`config.mk`:
```
export PLATFORM = sky130hd
export DESIGN_NAME = imem_fetch_ctrl_flat
export DESIGN_NICKNAME = d
export VERILOG_FILES = /design/src/rtl/rv_fetch_pkg.sv /design/src/rtl/imem_fetch_ctrl_if.sv /design/src/rtl/fetch_queue.sv /design/src/rtl/imem_fetch_ctrl.sv /design/src/flat_wrapper.sv
export SDC_FILE = /design/constraint.sdc
export NUM_CORES = 1
export LEC_CHECK = 0
export BUFFER_PORTS_ARGS = -buffer_cell sky130_fd_sc_hd__buf_4
export CAP_MARGIN = 0
export CORE_AREA = 2 2 114 116
export DETAILED_ROUTE_END_ITERATION = 16
export DIE_AREA = 0 0 116 118
export PLACE_DENSITY = 0.86
export SLEW_MARGIN = 20
export SYNTH_ARGS = -nofsm -noshare
export SYNTH_HDL_FRONTEND = slang
export SYNTH_HIERARCHICAL = 1
export SYNTH_SLANG_ARGS = --single-unit
```
`constraint.sdc`:
```
create_clock -name mp_clk_in -period 12 [get_ports mp_clk_in]
set_clock_uncertainty 0.1 [all_clocks]
set_input_delay 0.6 -clock mp_clk_in [delete_from_list [all_inputs] [get_ports mp_clk_in]]
set_output_delay 0.6 -clock mp_clk_in [all_outputs]
set_load 0.005 [all_outputs]
```
`src/rtl/rv_fetch_pkg.sv`:
```
// Shared types for the instruction-fetch path: FSM states, entry layout, helpers.
package rv_fetch_pkg;

  localparam int XLEN = 32;

  // IDLE: waiting for credit; REQ: request on the bus; WAIT: response expected;
  // DROP: response expected but it belongs to a flushed fetch.
  typedef enum logic [1:0] {
    ST_IDLE = 2'd0,
    ST_REQ  = 2'd1,
    ST_WAIT = 2'd2,
    ST_DROP = 2'd3
  } fetch_state_e;

  typedef struct packed {
    logic [XLEN-1:0] pc;
    logic [XLEN-1:0] instr;
  } fetch_entry_t;

  function automatic logic word_aligned(input logic [1:0] lsb);
    return lsb == 2'b00;
  endfunction

endpackage

```
`src/rtl/imem_fetch_ctrl_if.sv`:
```
// Instruction-memory bus between the fetch controller (master) and memory (slave).
//
// Handshake: a request transfers on a rising edge where imem_req_valid_out and
// imem_req_ready_in are both 1. Once valid is raised, valid and addr stay
// unchanged until that edge. Memory returns exactly one imem_rsp_valid_in pulse
// (with imem_rsp_data_in) per transferred request, no earlier than the cycle
// after the transfer; there is no back-pressure on responses.
interface imem_fetch_ctrl_if #(
  parameter int XLEN = 32
);
  logic            imem_req_valid_out;
  logic [XLEN-1:0] imem_req_addr_out;
  logic            imem_req_ready_in;
  logic            imem_rsp_valid_in;
  logic [XLEN-1:0] imem_rsp_data_in;

  modport master (
    output imem_req_valid_out,
    output imem_req_addr_out,
    input  imem_req_ready_in,
    input  imem_rsp_valid_in,
    input  imem_rsp_data_in
  );

  modport slave (
    input  imem_req_valid_out,
    input  imem_req_addr_out,
    output imem_req_ready_in,
    output imem_rsp_valid_in,
    output imem_rsp_data_in
  );
endinterface

```
`src/rtl/fetch_queue.sv`:
```
// Small synchronous FIFO holding fetched {pc,instr} entries; head is always visible.
module fetch_queue #(
  parameter int W     = 64,
  parameter int DEPTH = 2,
  parameter int CW    = $clog2(DEPTH + 1)
) (
  input  logic          mp_clk_in,
  input  logic          mp_rst_in,
  input  logic          push,
  input  logic [W-1:0]  push_data,
  input  logic          pop,
  input  logic          flush,
  output logic [W-1:0]  head_data,
  output logic [CW-1:0] count,
  output logic          full,
  output logic          empty
);
  localparam int PW = $clog2(DEPTH);

  logic [W-1:0]  mem [DEPTH];
  logic [PW-1:0] rd_ptr;
  logic [PW-1:0] wr_ptr;

  assign head_data = mem[rd_ptr];
  assign full      = (count == CW'(DEPTH));
  assign empty     = (count == '0);

  // Pointer and occupancy tracking; flush empties the queue in one edge.
  always_ff @(posedge mp_clk_in or posedge mp_rst_in) begin
    if (mp_rst_in) begin
      rd_ptr <= '0;
      wr_ptr <= '0;
      count  <= '0;
    end else if (flush) begin
      rd_ptr <= '0;
      wr_ptr <= '0;
      count  <= '0;
    end else begin
      if (push) wr_ptr <= wr_ptr + PW'(1);
      if (pop)  rd_ptr <= rd_ptr + PW'(1);
      if (push && !pop)      count <= count + CW'(1);
      else if (!push && pop) count <= count - CW'(1);
    end
  end

  // Entry storage; contents are only meaningful while counted, so no reset.
  always_ff @(posedge mp_clk_in) begin
    if (push && !flush) mem[wr_ptr] <= push_data;
  end

  // Upstream credit accounting must never push into a full queue without a pop.
  always_ff @(posedge mp_clk_in) begin
    if (!mp_rst_in && !flush) assert (!(push && full && !pop));
  end
endmodule

```
`src/rtl/imem_fetch_ctrl.sv`:
```
// Fetch controller: issues pc_in to instruction memory, queues returned words for decode.
module imem_fetch_ctrl
  import rv_fetch_pkg::*;
#(
  parameter int              XLEN      = 32,
  parameter int              Q_DEPTH   = 2,
  parameter logic [XLEN-1:0] BOOT_ADDR = '0
) (
  input  logic               mp_clk_in,
  input  logic               mp_rst_in,
  input  logic [XLEN-1:0]    pc_in,
  input  logic               flush_in,
  output logic               pc_adv_out,
  imem_fetch_ctrl_if.master  imem,
  output logic               instr_valid_out,
  output logic [XLEN-1:0]    instr_out,
  output logic [XLEN-1:0]    instr_pc_out,
  input  logic               instr_ready_in,
  output logic               misalign_err_out,
  output fetch_state_e       state_dbg_out
);
  localparam int CW = $clog2(Q_DEPTH + 1);

  fetch_state_e    state_q, state_d;
  logic [XLEN-1:0] addr_q, addr_d;
  logic            flush_pend_q, flush_pend_d;
  logic            err_q, err_d;
  logic            push;
  logic            pop;
  logic            outstanding;
  logic            credit_ok;
  logic            flushing;
  logic [CW-1:0]   q_count;
  logic            q_full;
  logic            q_empty;
  logic [2*XLEN-1:0] q_head;

  // A new fetch may start only if its response is guaranteed a queue slot.
  assign outstanding = (state_q != ST_IDLE);
  assign credit_ok   = ({1'b0, q_count} + {{CW{1'b0}}, outstanding}) < (CW+1)'(Q_DEPTH);
  assign flushing    = flush_in | flush_pend_q;

  // State, latched fetch address, pending-flush and sticky error registers.
  always_ff @(posedge mp_clk_in or posedge mp_rst_in) begin
    if (mp_rst_in) begin
      state_q      <= ST_IDLE;
      addr_q       <= '0;
      flush_pend_q <= 1'b0;
      err_q        <= 1'b0;
    end else begin
      state_q      <= state_d;
      addr_q       <= addr_d;
      flush_pend_q <= flush_pend_d;
      err_q        <= err_d;
    end
  end

  // Next-state and bus/pulse outputs for the single-outstanding fetch FSM.
  always_comb begin
    state_d                 = state_q;
    addr_d                  = addr_q;
    flush_pend_d            = flush_pend_q;
    err_d                   = flush_in ? 1'b0 : err_q;
    imem.imem_req_valid_out = 1'b0;
    pc_adv_out              = 1'b0;
    push                    = 1'b0;
    unique case (state_q)
      ST_IDLE: begin
        if (!flush_in && credit_ok) begin
          if (word_aligned(pc_in[1:0])) begin
            addr_d  = pc_in;
            state_d = ST_REQ;
          end else begin
            err_d = 1'b1;
          end
        end
      end
      ST_REQ: begin
        imem.imem_req_valid_out = 1'b1;
        if (imem.imem_req_ready_in) begin
          pc_adv_out   = !flushing;
          state_d      = flushing ? ST_DROP : ST_WAIT;
          flush_pend_d = 1'b0;
        end else if (flush_in) begin
          flush_pend_d = 1'b1;
        end
      end
      ST_WAIT: begin
        if (imem.imem_rsp_valid_in) begin
          push    = !flush_in;
          state_d = ST_IDLE;
        end else if (flush_in) begin
          state_d = ST_DROP;
        end
      end
      ST_DROP: begin
        if (imem.imem_rsp_valid_in) state_d = ST_IDLE;
      end
      default: state_d = ST_IDLE;
    endcase
  end

  assign imem.imem_req_addr_out = addr_q;
  assign misalign_err_out       = err_q;
  assign state_dbg_out          = state_q;

  assign pop = instr_valid_out & instr_ready_in;

  fetch_queue #(
    .W     (2*XLEN),
    .DEPTH (Q_DEPTH),
    .CW    (CW)
  ) u_queue (
    .mp_clk_in (mp_clk_in),
    .mp_rst_in (mp_rst_in),
    .push      (push),
    .push_data ({addr_q, imem.imem_rsp_data_in}),
    .pop       (pop),
    .flush     (flush_in),
    .head_data (q_head),
    .count     (q_count),
    .full      (q_full),
    .empty     (q_empty)
  );

  assign instr_valid_out = !q_empty;
  assign instr_out       = q_empty ? '0 : q_head[XLEN-1:0];
  assign instr_pc_out    = q_empty ? BOOT_ADDR : q_head[2*XLEN-1:XLEN];

  // Responses with no fetch outstanding are ignored but must never happen.
  always_ff @(posedge mp_clk_in) begin
    if (!mp_rst_in) begin
      assert (!(imem.imem_rsp_valid_in && (state_q == ST_IDLE || state_q == ST_REQ)));
      assert (!(q_full && push && !pop));
    end
  end
endmodule

```
`src/flat_wrapper.sv`:
```
// flat-port wrapper written by rule: the top's interface ports become plain ports
module imem_fetch_ctrl_flat import rv_fetch_pkg::*;
#(
  parameter int              XLEN      = 32,
  parameter int              Q_DEPTH   = 2,
  parameter logic [XLEN-1:0] BOOT_ADDR = '0
)
  (mp_clk_in, mp_rst_in, pc_in, flush_in, pc_adv_out, instr_valid_out, instr_out, instr_pc_out, instr_ready_in, misalign_err_out, state_dbg_out, imem_imem_req_valid_out, imem_imem_req_addr_out, imem_imem_req_ready_in, imem_imem_rsp_valid_in, imem_imem_rsp_data_in);
  imem_fetch_ctrl_if #(.XLEN(XLEN)) imem_i ();
  input  logic mp_clk_in;
  input  logic mp_rst_in;
  input  logic [XLEN-1:0] pc_in;
  input  logic flush_in;
  output logic pc_adv_out;
  output logic instr_valid_out;
  output logic [XLEN-1:0] instr_out;
  output logic [XLEN-1:0] instr_pc_out;
  input  logic instr_ready_in;
  output logic misalign_err_out;
  output fetch_state_e state_dbg_out;
  output wire logic [$bits(imem_i.imem_req_valid_out)-1:0] imem_imem_req_valid_out;
  output wire logic [$bits(imem_i.imem_req_addr_out)-1:0] imem_imem_req_addr_out;
  input wire logic [$bits(imem_i.imem_req_ready_in)-1:0] imem_imem_req_ready_in;
  input wire logic [$bits(imem_i.imem_rsp_valid_in)-1:0] imem_imem_rsp_valid_in;
  input wire logic [$bits(imem_i.imem_rsp_data_in)-1:0] imem_imem_rsp_data_in;
  assign imem_imem_req_valid_out = imem_i.imem_req_valid_out;
  assign imem_imem_req_addr_out = imem_i.imem_req_addr_out;
  assign imem_i.imem_req_ready_in = imem_imem_req_ready_in;
  assign imem_i.imem_rsp_valid_in = imem_imem_rsp_valid_in;
  assign imem_i.imem_rsp_data_in = imem_imem_rsp_data_in;
  imem_fetch_ctrl #(.XLEN(XLEN), .Q_DEPTH(Q_DEPTH), .BOOT_ADDR(BOOT_ADDR)) u_core (.mp_clk_in(mp_clk_in), .mp_rst_in(mp_rst_in), .pc_in(pc_in), .flush_in(flush_in), .pc_adv_out(pc_adv_out), .imem(imem_i), .instr_valid_out(instr_valid_out), .instr_out(instr_out), .instr_pc_out(instr_pc_out), .instr_ready_in(instr_ready_in), .misalign_err_out(misalign_err_out), .state_dbg_out(state_dbg_out));
endmodule
```
Yosys cells after proc, flatten, opt, wreduce, memory -nomap -nowiden
Memories as Yosys holds them, arrays and structs flattened. Cells that the tools add are included. Widths: inputs -> output; s select.

Muxes and demuxes: 30. Reductions and logical operators: 20. Bitwise gates (word level): 2. $lt $le $gt $ge: 1. Equality and inequality tests: 8. Add/subtract/negate cells: 5.

Operator list (count): $mux 32 (2); $mux 1 (18); $mux 2 (9); $pmux 2 s4 (1); $reduce_bool 2->1 (4); $logic_not 2->1 (3); $logic_not 1->1 (5); $reduce_and 5->1 (1); $eq 2x2->1 const B (2); $logic_and 1x1->1 (4); $ne 2x1->1 const B (2); $ne 2x2->1 const B (2); $add 2x1->3 (1); $lt 3x2->1 const B (1); $ne 3x3->1 const B (1); $reduce_and 3->1 (1); $reduce_bool 3->1 (1); $add 1x1->1 const B (2); $add 2x1->2 const B (1); $eq 2x1->1 const B (1); $reduce_and 2->1 (1); $sub 2x1->2 const B (1); $and 1x1->1 (1); $or 1x1->1 (1).

Bits in writable memories: 128. Word-level logic and storage cells: 74. Memories kept: 1. Input bits: 70. Output and inout bits: 102. Register bits: 40.

Memory list: u_core.u_queue.mem (words 2, bits a word 64, read ports 1, clocked after memory_dff 0, wr ports 1, line fetch_queue.sv:20) `logic [W-1:0] mem [DEPTH];`.

Depth between registers and ports, before layout
Depth after elaboration: 8. Depth in mapped cells: 6. Mapped depth without buffers: 5.

By module
The synthesis kept the hierarchy.

Modules (own cells, without submodules): fetch_queue (sequential area each 3943.8 µm², times used 1, area an instance 5042.3 µm², cells each 221); imem_fetch_ctrl (sequential area each 900.9 µm², times used 1, area an instance 1928.1 µm², cells each 164).

Worst setup path before layout
Ideal clock, no wire load.

Kind: input -> register. From: input imem_imem_rsp_valid_in. To: memory u_core.u_queue.mem[0][0] (enable). Buffers on the path: 0. Library setup time: 0.579 ns. Required time: 11.321 ns. Path slack: 5.472 ns. Stages: 3. Data arrival time: 5.849 ns. Cells stage by stage: nand2_1 nor3_1 nor3b_1.

Longest elaborated chain between the ends: 5.

Ends and longest elaborated chain: start, declared (line flat_wrapper.sv:24) `input wire logic [$bits(imem_i.imem_rsp_valid_in)-1:0] imem_imem_rsp_valid_in;`; $mux 1 (line imem_fetch_ctrl.sv:89) `if (imem.imem_rsp_valid_in) begin`; $mux 1 (line imem_fetch_ctrl.sv:67) `unique case (state_q)`; net u_core.push (line imem_fetch_ctrl.sv:28) `logic push;`; $logic_and 1x1->1 (line fetch_queue.sv:48) `if (push && !flush) mem[wr_ptr] <= push_data;`; $mux 1 (line fetch_queue.sv:48); $mux 1 (implied by the code) (line fetch_queue.sv:48); end, declared (line fetch_queue.sv:20).

The timed path passes the listed nets, and every way through them passes these cells.

Worst setup path in the final report
From: register u_core.u_queue.rd_ptr. To: output instr_pc_out[19].

Longest elaborated chain between the ends: 2.

Ends and longest elaborated chain: start, declared (line fetch_queue.sv:21) `logic [PW-1:0] rd_ptr;`; start signal, assigned (line fetch_queue.sv:40) `if (pop) rd_ptr <= rd_ptr + PW'(1);`; $mem_v2 2x64; net u_core.q_head[51] (line imem_fetch_ctrl.sv:36) `logic [2*XLEN-1:0] q_head;`; $mux 32 (line imem_fetch_ctrl.sv:128) `assign instr_pc_out = q_empty ? BOOT_ADDR : q_head[2*XLEN-1:XLEN];`; end, declared (line flat_wrapper.sv:17) `output logic [XLEN-1:0] instr_pc_out;`.

The timed path passes the listed nets, and every way through them passes these cells.

==> impl_metrics.tcl <==
set metrics [dict create \
    final_nets 633 \
    clk_path_buf_depth 2 \
    rows 41 \
    critPathLaunchType "flip-flop" \
    dieHeight_um 118 \
    syn-cell-area_mm2 0.00696 \
    preCtsSetupSlack_ps 9170 \
    worst_pin_slew_ps 1100 \
    timing.final.crit_share 0.243 \
    cts_made_buffers 17 \
    grt_usage 0.198 \
    hold_viol 0 \
    avgSynthCellArea_um2 18.1 \
    htree_levels 4 \
    core_area_mm2 0.0124 \
    io_buffer_count 171 \
    drc 0 \
    antenna_left 0 \
    diodes 0 \
    crit_type "flip-flop to primary output" \
    wirelength_um 13100 \
    power.density_mw_per_mm2 215 \
    drt_iter0_markers 169 \
    syn_inst 384 \
    wire_per_inst_um 17.5 \
    syn-num-nets 454 \
    crit_required_ps 11300 \
    dieArea_mm2 0.0137 \
    setup-violations-final 0 \
    grt_max_degree 66 \
    p_leak_nw 3.74 \
    timing.slew.headroom 0.264 \
    tns_ps 0 \
    grt_pass1_wl_um 20600 \
    min_period_ps 2910 \
    gp_congestion 0.748 \
    maxSlewViolCount 0 \
    clock-sinks 168 \
    overflow 0 \
    peakVddDrop_mv 0.115 \
    setup_ws_ps 9090 \
    ios 172 \
    yosysWarningCount 6 \
    vias 3796 \
    area_delta_synth_final_pct 29.9 \
    maxCapViolCount 0 \
    first_pass_iters 4 \
    clk_transition_reported_paths_ps 60 \
    clkLatencyLatePin_ps 410 \
    cts_tree "yes" \
    arrival_ps 2210 \
    clockRootBuffer "clkbuf_16" \
    grt_pass1_vias 3998 \
    drive_gt1_frac 0.526 \
    start_util 0.561 \
    hpwl_um 8470 \
    cts_setup_buffers 0 \
    rsz0062_at_grt "false" \
    outcome "finished clean" \
    hp-class "primary input to flip-flop" \
    antenna_found_initial 0 \
    endpoint_kind "primary output" \
    cp_max_fo 34 \
    max_freq_mhz 343 \
    via_per_inst 5.07 \
    die_x_um 116 \
]
per-stage QoR:
| stage | instance area, um^2 | hold WS [ps] | total power (W) | util | std cells |
|---|---|---|---|---|---|
| 2_1_floorplan | 6960 | 266 | 0.00111 | - | 384 |
| 3_3_place_gp | 8380 | 379 | 0.00136 | 0.675 | 714 |
| 3_5_place_dp | 8380 | 394 | 0.00139 | 0.675 | 714 |
| 4_1_cts | 9030 | 259 | 0.00197 | 0.727 | 747 |
| 5_1_grt | 9050 | 253 | 0.00204 | 0.729 | 748 |
| 6_report | 9050 | 273 | 0.00195 | 0.729 | 748 |
worst paths after layout:
check                                                   from                           endpoint  slack [ps]  cells past startpoint
min                                   imem_imem_rsp_valid_in            u_core/state_dbg_out[1]         270                      2
max in group asynchronous                          mp_rst_in  u_core/imem.imem_req_addr_out[21]       10460                      4
min in group asynchronous                          mp_rst_in            u_core/u_queue/count[0]         550                      3
max                                    u_core/u_queue/rd_ptr                   instr_pc_out[19]        9090                      4
max reg2reg                          u_core/state_dbg_out[1]          u_core/u_queue/mem[0][63]        9400                      4
min reg2reg                u_core/imem.imem_req_addr_out[11]          u_core/u_queue/mem[0][43]         410                      0
where the power goes:
group          total, W  switching (W)  internal (W)  leakage [nW]
Combinational  0.000548       0.000202      0.000346          1.79
Sequential     0.000819      0.0000897      0.000729          1.65
Clock          0.000582       0.000208      0.000374         0.306
Total           0.00195       0.000500       0.00145          3.74
state kept, by name (all words and copies together), names as in the netlist:
signal and count:
u_core/u_queue/mem 128, u_core/imem.imem_req_addr_out 32, u_core/state_dbg_out 2, u_core/u_queue/count 2
u_core/flush_pend_q 1, u_core/misalign_err_out 1, u_core/u_queue/rd_ptr 1, u_core/u_queue/wr_ptr 1
final cells by class:
type | instances | area, um^2
Timing Repair Buffer | 177 | 1340
Clock buffer | 25 | 498
Clock inverter | 7 | 141
Tap cell | 172 | 215
Multi-Input combinational cell | 193 | 1980
Fill cell | 788 | 3370
Sequential cell | 168 | 4850
Inverter | 6 | 22.5
layout by cell type (no fill, tap or decap), drive strengths merged:
cell type / count
buf: 176
edfxtp: 128
mux2: 94
nor2b: 65
dfrtp: 40
clkbuf: 25
nor3: 6
inv: 5
bufinv: 4
a21oi: 4
o21ai: 4
nor2: 4
and2: 3
nand2: 3
nor3b: 3
clkinv: 3
xnor2: 2
and3b: 2
clkinvlp: 1
dlygate4sd3: 1
o41ai: 1
and2b: 1
xor2: 1
routing by layer:
layer  vias up  global-route usage  wire [um]
li1       1752                   -          -
met1      1884               0.250       5340
met2       141               0.329       6710
met3        19              0.0541        904
met4         0              0.0714        161
met5         -                   0          0
worst max-delay path, stage by stage, from the launching register on:
cell     delay [ps]
dfrtp_4         790
buf_12          330
mux2_2          370
nor2b_1         140
buf_4           160
what timing repair did:
| item | 4_1_cts | 5_1_grt |
|---|---|---|
| hold buffers | 1 | 0 |
| hold endpoints to repair | 4 | 0 |
| resized for setup | 0 | 0 |
No activity file was read; power rests on OpenSTA's default activity.
